**src/rtl/dcache_miss_ctrl_if.sv**
```systemverilog
// Signal bundle between the dcache miss/flush controller, the cache arrays and data memory.
// master = controller side, slave = cache arrays / memory side.
interface dcache_miss_ctrl_if #(
  parameter int TAG_W = 26,
  parameter int IDX_W = 3
);
  // access logic request side
  logic              miss;
  logic              victim_way;
  logic              halt;
  logic [31:0]       req_addr;
  // cache array read port
  logic              rd_valid;
  logic              rd_dirty;
  logic [TAG_W-1:0]  rd_tag;
  logic [31:0]       rd_data0;
  logic [31:0]       rd_data1;
  logic [IDX_W-1:0]  rd_idx;
  logic              rd_way;
  // memory port
  logic              dwait;
  logic [31:0]       dload;
  logic              dREN;
  logic              dWEN;
  logic [31:0]       daddr;
  logic [31:0]       dstore;
  // cache array update port
  logic              fill_wen;
  logic              fill_offset;
  logic [31:0]       fill_data;
  logic              line_commit;
  logic [TAG_W-1:0]  fill_tag;
  logic              line_clean;
  // status
  logic              busy;
  logic              flushed;

  modport master (
    input  miss, victim_way, halt, req_addr,
    input  rd_valid, rd_dirty, rd_tag, rd_data0, rd_data1,
    input  dwait, dload,
    output rd_idx, rd_way,
    output dREN, dWEN, daddr, dstore,
    output fill_wen, fill_offset, fill_data, line_commit, fill_tag, line_clean,
    output busy, flushed
  );

  modport slave (
    output miss, victim_way, halt, req_addr,
    output rd_valid, rd_dirty, rd_tag, rd_data0, rd_data1,
    output dwait, dload,
    input  rd_idx, rd_way,
    input  dREN, dWEN, daddr, dstore,
    input  fill_wen, fill_offset, fill_data, line_commit, fill_tag, line_clean,
    input  busy, flushed
  );
endinterface

```
**src/rtl/dcache_miss_ctrl.sv**
```systemverilog
// Dcache miss/flush controller: writes back a dirty victim, fills the 2-word block and commits it;
// on halt, walks every line and writes back all valid+dirty lines before raising flushed.
module dcache_miss_ctrl #(
  parameter int TAG_W = 26,
  parameter int IDX_W = 3
) (
  input logic                CLK,
  input logic                nRST,
  dcache_miss_ctrl_if.master bus
);

  localparam int CNT_W = IDX_W + 1;

  typedef enum logic [3:0] {
    IDLE, WB0, WB1, FILL0, FILL1, FL_CHK, FL_WB0, FL_WB1, FL_NEXT, DONE
  } state_t;

  state_t             state_q, state_d;
  logic [CNT_W-1:0]   cnt_q, cnt_d;
  logic [IDX_W-1:0]   idx_q, idx_d;
  logic               way_q, way_d;
  logic [TAG_W-1:0]   tag_q, tag_d;

  logic [IDX_W-1:0]   cur_idx;
  logic               cur_way;
  logic               off;

  always_ff @(posedge CLK or negedge nRST) begin
    if (!nRST) begin
      state_q <= IDLE;
      cnt_q   <= '0;
      idx_q   <= '0;
      way_q   <= 1'b0;
      tag_q   <= '0;
    end else begin
      state_q <= state_d;
      cnt_q   <= cnt_d;
      idx_q   <= idx_d;
      way_q   <= way_d;
      tag_q   <= tag_d;
    end
  end

  always_comb begin
    state_d = state_q;
    cnt_d   = cnt_q;
    idx_d   = idx_q;
    way_d   = way_q;
    tag_d   = tag_q;
    unique case (state_q)
      IDLE: begin
        if (bus.halt) begin
          state_d = FL_CHK;
          cnt_d   = '0;
        end else if (bus.miss) begin
          idx_d   = bus.req_addr[IDX_W+2:3];
          tag_d   = bus.req_addr[31:IDX_W+3];
          way_d   = bus.victim_way;
          state_d = (bus.rd_valid && bus.rd_dirty) ? WB0 : FILL0;
        end
      end
      WB0:     if (!bus.dwait) state_d = WB1;
      WB1:     if (!bus.dwait) state_d = FILL0;
      FILL0:   if (!bus.dwait) state_d = FILL1;
      FILL1:   if (!bus.dwait) state_d = IDLE;
      FL_CHK:  state_d = (bus.rd_valid && bus.rd_dirty) ? FL_WB0 : FL_NEXT;
      FL_WB0:  if (!bus.dwait) state_d = FL_WB1;
      FL_WB1:  if (!bus.dwait) state_d = FL_NEXT;
      FL_NEXT: begin
        if (cnt_q == '1) begin
          state_d = DONE;
        end else begin
          cnt_d   = cnt_q + CNT_W'(1);
          state_d = FL_CHK;
        end
      end
      DONE:    state_d = DONE;
      default: state_d = IDLE;
    endcase
  end

  // In IDLE the arrays are probed at the incoming request so the victim check is ready on accept.
  always_comb begin
    cur_idx         = idx_q;
    cur_way         = way_q;
    off             = 1'b0;
    bus.rd_idx      = '0;
    bus.rd_way      = 1'b0;
    bus.dREN        = 1'b0;
    bus.dWEN        = 1'b0;
    bus.daddr       = '0;
    bus.dstore      = '0;
    bus.fill_wen    = 1'b0;
    bus.fill_offset = 1'b0;
    bus.fill_data   = bus.dload;
    bus.line_commit = 1'b0;
    bus.fill_tag    = tag_q;
    bus.line_clean  = 1'b0;
    bus.busy        = (state_q != IDLE);
    bus.flushed     = (state_q == DONE);

    unique case (state_q)
      IDLE: begin
        cur_idx = bus.req_addr[IDX_W+2:3];
        cur_way = bus.victim_way;
      end
      FL_CHK, FL_WB0, FL_WB1, FL_NEXT, DONE: begin
        cur_idx = cnt_q[CNT_W-1:1];
        cur_way = cnt_q[0];
      end
      default: ;
    endcase

    off        = (state_q == WB1) || (state_q == FILL1) || (state_q == FL_WB1);
    bus.rd_idx = cur_idx;
    bus.rd_way = cur_way;

    unique case (state_q)
      WB0, WB1, FL_WB0, FL_WB1: begin
        bus.dWEN       = 1'b1;
        bus.daddr      = {bus.rd_tag, cur_idx, off, 2'b00};
        bus.dstore     = off ? bus.rd_data1 : bus.rd_data0;
        bus.line_clean = (state_q == FL_WB1) && !bus.dwait;
      end
      FILL0, FILL1: begin
        bus.dREN        = 1'b1;
        bus.daddr       = {tag_q, cur_idx, off, 2'b00};
        bus.fill_wen    = !bus.dwait;
        bus.fill_offset = off;
        bus.line_commit = (state_q == FILL1) && !bus.dwait;
      end
      default: ;
    endcase

    // Outputs follow reset immediately, not just once the state register clears.
    if (!nRST) begin
      bus.rd_idx      = '0;
      bus.rd_way      = 1'b0;
      bus.dREN        = 1'b0;
      bus.dWEN        = 1'b0;
      bus.daddr       = '0;
      bus.dstore      = '0;
      bus.fill_wen    = 1'b0;
      bus.fill_offset = 1'b0;
      bus.fill_data   = '0;
      bus.line_commit = 1'b0;
      bus.fill_tag    = '0;
      bus.line_clean  = 1'b0;
      bus.busy        = 1'b0;
      bus.flushed     = 1'b0;
    end
  end

endmodule
```
**src/flat_wrapper.sv**
```systemverilog
// flat-port wrapper written by rule: the top's interface ports become plain ports
module dcache_miss_ctrl_flat 
#(
  parameter int TAG_W = 26,
  parameter int IDX_W = 3
)
  (CLK, nRST, bus_miss, bus_victim_way, bus_halt, bus_req_addr, bus_rd_valid, bus_rd_dirty, bus_rd_tag, bus_rd_data0, bus_rd_data1, bus_dwait, bus_dload, bus_rd_idx, bus_rd_way, bus_dREN, bus_dWEN, bus_daddr, bus_dstore, bus_fill_wen, bus_fill_offset, bus_fill_data, bus_line_commit, bus_fill_tag, bus_line_clean, bus_busy, bus_flushed);
  dcache_miss_ctrl_if #(.TAG_W(TAG_W), .IDX_W(IDX_W)) bus_i ();
  input logic CLK;
  input logic nRST;
  input wire logic [$bits(bus_i.miss)-1:0] bus_miss;
  input wire logic [$bits(bus_i.victim_way)-1:0] bus_victim_way;
  input wire logic [$bits(bus_i.halt)-1:0] bus_halt;
  input wire logic [$bits(bus_i.req_addr)-1:0] bus_req_addr;
  input wire logic [$bits(bus_i.rd_valid)-1:0] bus_rd_valid;
  input wire logic [$bits(bus_i.rd_dirty)-1:0] bus_rd_dirty;
  input wire logic [$bits(bus_i.rd_tag)-1:0] bus_rd_tag;
  input wire logic [$bits(bus_i.rd_data0)-1:0] bus_rd_data0;
  input wire logic [$bits(bus_i.rd_data1)-1:0] bus_rd_data1;
  input wire logic [$bits(bus_i.dwait)-1:0] bus_dwait;
  input wire logic [$bits(bus_i.dload)-1:0] bus_dload;
  output wire logic [$bits(bus_i.rd_idx)-1:0] bus_rd_idx;
  output wire logic [$bits(bus_i.rd_way)-1:0] bus_rd_way;
  output wire logic [$bits(bus_i.dREN)-1:0] bus_dREN;
  output wire logic [$bits(bus_i.dWEN)-1:0] bus_dWEN;
  output wire logic [$bits(bus_i.daddr)-1:0] bus_daddr;
  output wire logic [$bits(bus_i.dstore)-1:0] bus_dstore;
  output wire logic [$bits(bus_i.fill_wen)-1:0] bus_fill_wen;
  output wire logic [$bits(bus_i.fill_offset)-1:0] bus_fill_offset;
  output wire logic [$bits(bus_i.fill_data)-1:0] bus_fill_data;
  output wire logic [$bits(bus_i.line_commit)-1:0] bus_line_commit;
  output wire logic [$bits(bus_i.fill_tag)-1:0] bus_fill_tag;
  output wire logic [$bits(bus_i.line_clean)-1:0] bus_line_clean;
  output wire logic [$bits(bus_i.busy)-1:0] bus_busy;
  output wire logic [$bits(bus_i.flushed)-1:0] bus_flushed;
  assign bus_i.miss = bus_miss;
  assign bus_i.victim_way = bus_victim_way;
  assign bus_i.halt = bus_halt;
  assign bus_i.req_addr = bus_req_addr;
  assign bus_i.rd_valid = bus_rd_valid;
  assign bus_i.rd_dirty = bus_rd_dirty;
  assign bus_i.rd_tag = bus_rd_tag;
  assign bus_i.rd_data0 = bus_rd_data0;
  assign bus_i.rd_data1 = bus_rd_data1;
  assign bus_i.dwait = bus_dwait;
  assign bus_i.dload = bus_dload;
  assign bus_rd_idx = bus_i.rd_idx;
  assign bus_rd_way = bus_i.rd_way;
  assign bus_dREN = bus_i.dREN;
  assign bus_dWEN = bus_i.dWEN;
  assign bus_daddr = bus_i.daddr;
  assign bus_dstore = bus_i.dstore;
  assign bus_fill_wen = bus_i.fill_wen;
  assign bus_fill_offset = bus_i.fill_offset;
  assign bus_fill_data = bus_i.fill_data;
  assign bus_line_commit = bus_i.line_commit;
  assign bus_fill_tag = bus_i.fill_tag;
  assign bus_line_clean = bus_i.line_clean;
  assign bus_busy = bus_i.busy;
  assign bus_flushed = bus_i.flushed;
  dcache_miss_ctrl #(.TAG_W(TAG_W), .IDX_W(IDX_W)) u_core (.CLK(CLK), .nRST(nRST), .bus(bus_i));
endmodule
```
**config.mk**
```make
export PLATFORM = sky130hd
export DESIGN_NAME = dcache_miss_ctrl_flat
export DESIGN_NICKNAME = d
export VERILOG_FILES = /design/src/rtl/dcache_miss_ctrl_if.sv /design/src/rtl/dcache_miss_ctrl.sv /design/src/flat_wrapper.sv
export SDC_FILE = /design/constraint.sdc
export NUM_CORES = 1
export LEC_CHECK = 0
export CAP_MARGIN = 20
export CELL_PAD_IN_SITES_DETAIL_PLACEMENT = 1
export CELL_PAD_IN_SITES_GLOBAL_PLACEMENT = 2
export CORE_MARGIN = 5
export CORE_UTILIZATION = 17
export CTS_CLUSTER_DIAMETER = 200
export DETAILED_ROUTE_END_ITERATION = 6
export GPL_TIMING_DRIVEN = 1
export PLACE_DENSITY_LB_ADDON = 0.1
export SLEW_MARGIN = 5
export SYNTH_ARGS = -nofsm -noshare
export SYNTH_HDL_FRONTEND = slang
export SYNTH_SLANG_ARGS = --single-unit
```
**constraint.sdc**
```tcl
create_clock -name CLK -period 3.6 [get_ports CLK]
set_input_delay 0.54 -clock CLK [delete_from_list [all_inputs] [get_ports CLK]]
set_output_delay 0.54 -clock CLK [all_outputs]
set_load 0.005 [all_outputs]
```
==> summary.txt <==
GRT
  • Total global-route track usage: 12.7%
  • Initial antenna violation count: 0
  • Pin count of the biggest net entering global routing: 105
  • Total grt overflow: 0
  • First-pass GRT wire length: 23,100 µm
  • Via count of the first global-routing pass: 4,188

Power
  • Pwr Density: 657 nW/µm²
  • Final Power: 4.39 mW
  • Leakage: 2.56 nW
  • Maximum VDD drop: 0.312 mV

Layout
  • Commonest non-fill, non-tap cell in the layout: clkdlybuf4s50_1
  • Area delta synth->final: 97.9%
  • Post-layout nets: 805
  • Commonest non-fill, non-tap cells in the layout: clkdlybuf4s50_1, nand3_1, and2_1
  • Layout cells sized above 1: 5.91%
  • Antenna cells: 0
  • Final instance area: 6690 µm²

Critical path
  • Worst Path Required: 3.06 ns
  • CP max FO: 15
  • Worst Path Class, Setup: reg2out
  • Worst Setup End Kind: output pin
  • Startpoint Class: flop
  • CP Data Arrival Time: 2.64 ns

Drt
  • Number of routed nets with antenna violations: 0
  • Drt drc: 0
  • Post-DR vias/cell: 4.31
  • Final WL: 15,600 µm
  • Routed wire length per instance: 17.2 µm
  • Vias after detailed routing: 3,912
  • Pre-antenna DRT Iters: 4
  • 1st-iter DRT viols: 113

Die
  • Area of the core: 19,500 µm²
  • Die H: 151 µm
  • Die W: 151 µm
  • Initial core utilization: 17.3%
  • # rows: 51
  • Die ar.: 22,800 µm²
  • I/O Pins: 296

Yosys
  • Synth top area share: 28.1%
  • Area contributors post-synth: dfrtp_1, and2_1, nand3_1
  • Simple-gate share of the synthesized area: 29.7%
  • Ys async rst share: 100%
  • Main combinational cell family by area after synthesis: simple AND/OR/NAND/NOR gates
  • Seq cells post-synth: 38
  • Complex-gate fraction of the synthesized area: 13.0%
  • Yosys warning count: 0
  • Synth cell types: 49
  • Synth Area per Inst: 8.89 µm²
  • Area leader, netlist: dfrtp_1
  • Post-Synthesis Cells: 380
  • Adder-cell share of the synthesized area: 0.370%
  • Post-Syn Area: 3380 µm²
  • Synth Area in XOR/XNOR: 0.518%
  • Ys flop type: dfrtp_1
  • Mux contribution to synthesized area: 20.9%
  • Number of synthesized flops with an enable pin: 0
  • Post-synthesis sequential area ratio: 28.1%

Clock network
  • Root buffer cell: clkbuf_16
  • Setup Buffers After CTS: 0
  • Hold bufs inserted after CTS: 0
  • CTS tree: done
  • Clk_lat worst skew: 0.29 ns
  • Post-CTS sizing: 0
  • Clock buffer count from CTS: 5
  • H-tree lvl count: 2
  • CTS Sinks: 38
  • CTS Buffer Depth: 2
  • Reg clk slew, reported paths: 0.06 ns

Timing
  • Min Tclk post-route: 3.18 ns
  • Final setup vio count: 0
  • Final Hold Fails: 0
  • Setup TNS: 0 ns
  • Max Fclk: 0.315 GHz
  • Final slew viol count: 0
  • RSZ-0062 raised after global routing: false
  • Max transition margin: 57.1%
  • Fin Clk Skew: 0.00544 ns
  • Least-Margin Pin Slew: 0.644 ns
  • Crit share post-route: 88.3%

Place
  • Cell area after placement: 6490 µm²
  • Final HPWL DP: 12,100 µm
  • Gpl congestion: 0.733
  • Buffers on Ports: 290

Min path
  • Hold WC Path Type: in2async

Run
  • Max Cap Viol: 0

Status
  • Outcome: complete, no violations
-- final cells by class --
cell class / instances / area [µm²]
clock buffer: 5 / 125
clock inverter: 3 / 68.8
fill: 2272 / 12800
inverter: 4 / 15.0
multi-input combinational: 296 / 2200
sequential: 38 / 951
tap: 265 / 332
timing repair buffer: 297 / 2990
-- critical path, stage by stage (launching register included) --
cell and delay (ns):
dfrtp_1 0.67, nor4_4 0.10, buf_4 0.20, a211oi_1 0.49, a22oi_1 0.13, a21boi_0 0.20, clkdlybuf4s50_1 0.55
-- synthesized netlist by cell type, types with 2 or more instances --
cell type	n
nand3_1	67
and2_1	62
dfrtp_1	38
mux2i_1	32
a22o_1	26
mux2_1	20
buf_2	16
clkbuf_1	16
mux2_4	10
buf_4	9
nor2b_1	9
nand2_1	8
nor2_1	7
a21oi_1	5
a221oi_1	5
o21ai_0	5
inv_1	3
nand4_1	3
a211oi_1	2
a21o_1	2
a22oi_1	2
buf_6	2
nand3b_1	2
nor3_1	2
nor3b_1	2
or2_2	2
-- state kept, by name, summed over array words and instances, names as in the netlist --
signal,flops
u_core.way_q,1
u_core.idx_q,3
u_core.state_q,4
u_core.tag_q,26
u_core.cnt_q,4
-- per-stage QoR --
stage | worst slack (ns) | utilization (%) | hold WS, ns | std cells
after floorplan | 1.51 | - | 0.244 | 381
final | 0.423 | 34.2 | 0.285 | 908
after global routing | 0.166 | 34.2 | 0.321 | 908
after detailed placement | 0.694 | 33.3 | 0.492 | 900
after CTS | 0.356 | 34.2 | 0.298 | 908
after global placement | 0.735 | 33.3 | 0.497 | 900
-- cells by family (layout without fill, tap and decap cells) --
logic type / Yosys count / count (layout)
buf+inv: 47 / 309
flops: 38 / 38
compound gates: 56 / 56
xor+xnor: 2 / 2
fa+ha+maj: 1 / 1
other cells: 1 / 2
simple gates: 172 / 172
mux: 63 / 63
-- where the power goes --
group | internal, mW | leakage (nW) | switching [mW]
Clock | 0.399 | 0.0940 | 0.200
Combinational | 1.69 | 1.99 | 1.27
Sequential | 0.624 | 0.468 | 0.213
-- path summary, 6_finish.rpt --
check	depth (start not counted)	start	to	slack [ns]
max in group asynchronous	2	nRST	u_core.tag_q[4]	2.98
hold / removal	2	nRST	u_core.state_q[3]	0.28
setup / recovery	6	u_core.state_q[1]	bus_rd_way	0.42
min in group CLK	1	u_core.idx_q[0]	u_core.idx_q[0]	0.52
setup reg to reg	4	u_core.state_q[1]	u_core.tag_q[3]	1.38
hold reg to reg	1	u_core.idx_q[0]	u_core.idx_q[0]	0.52
-- metal layers --
metal	GRT usage, %	wire length (µm)	vias up
li1	-	-	1882
met1	14.1	6010	1858
met2	23.0	7860	161
met3	4.85	1530	11
met4	3.22	197	0
met5	0	0	-
Note: power is estimated with default switching activity, not from simulation.
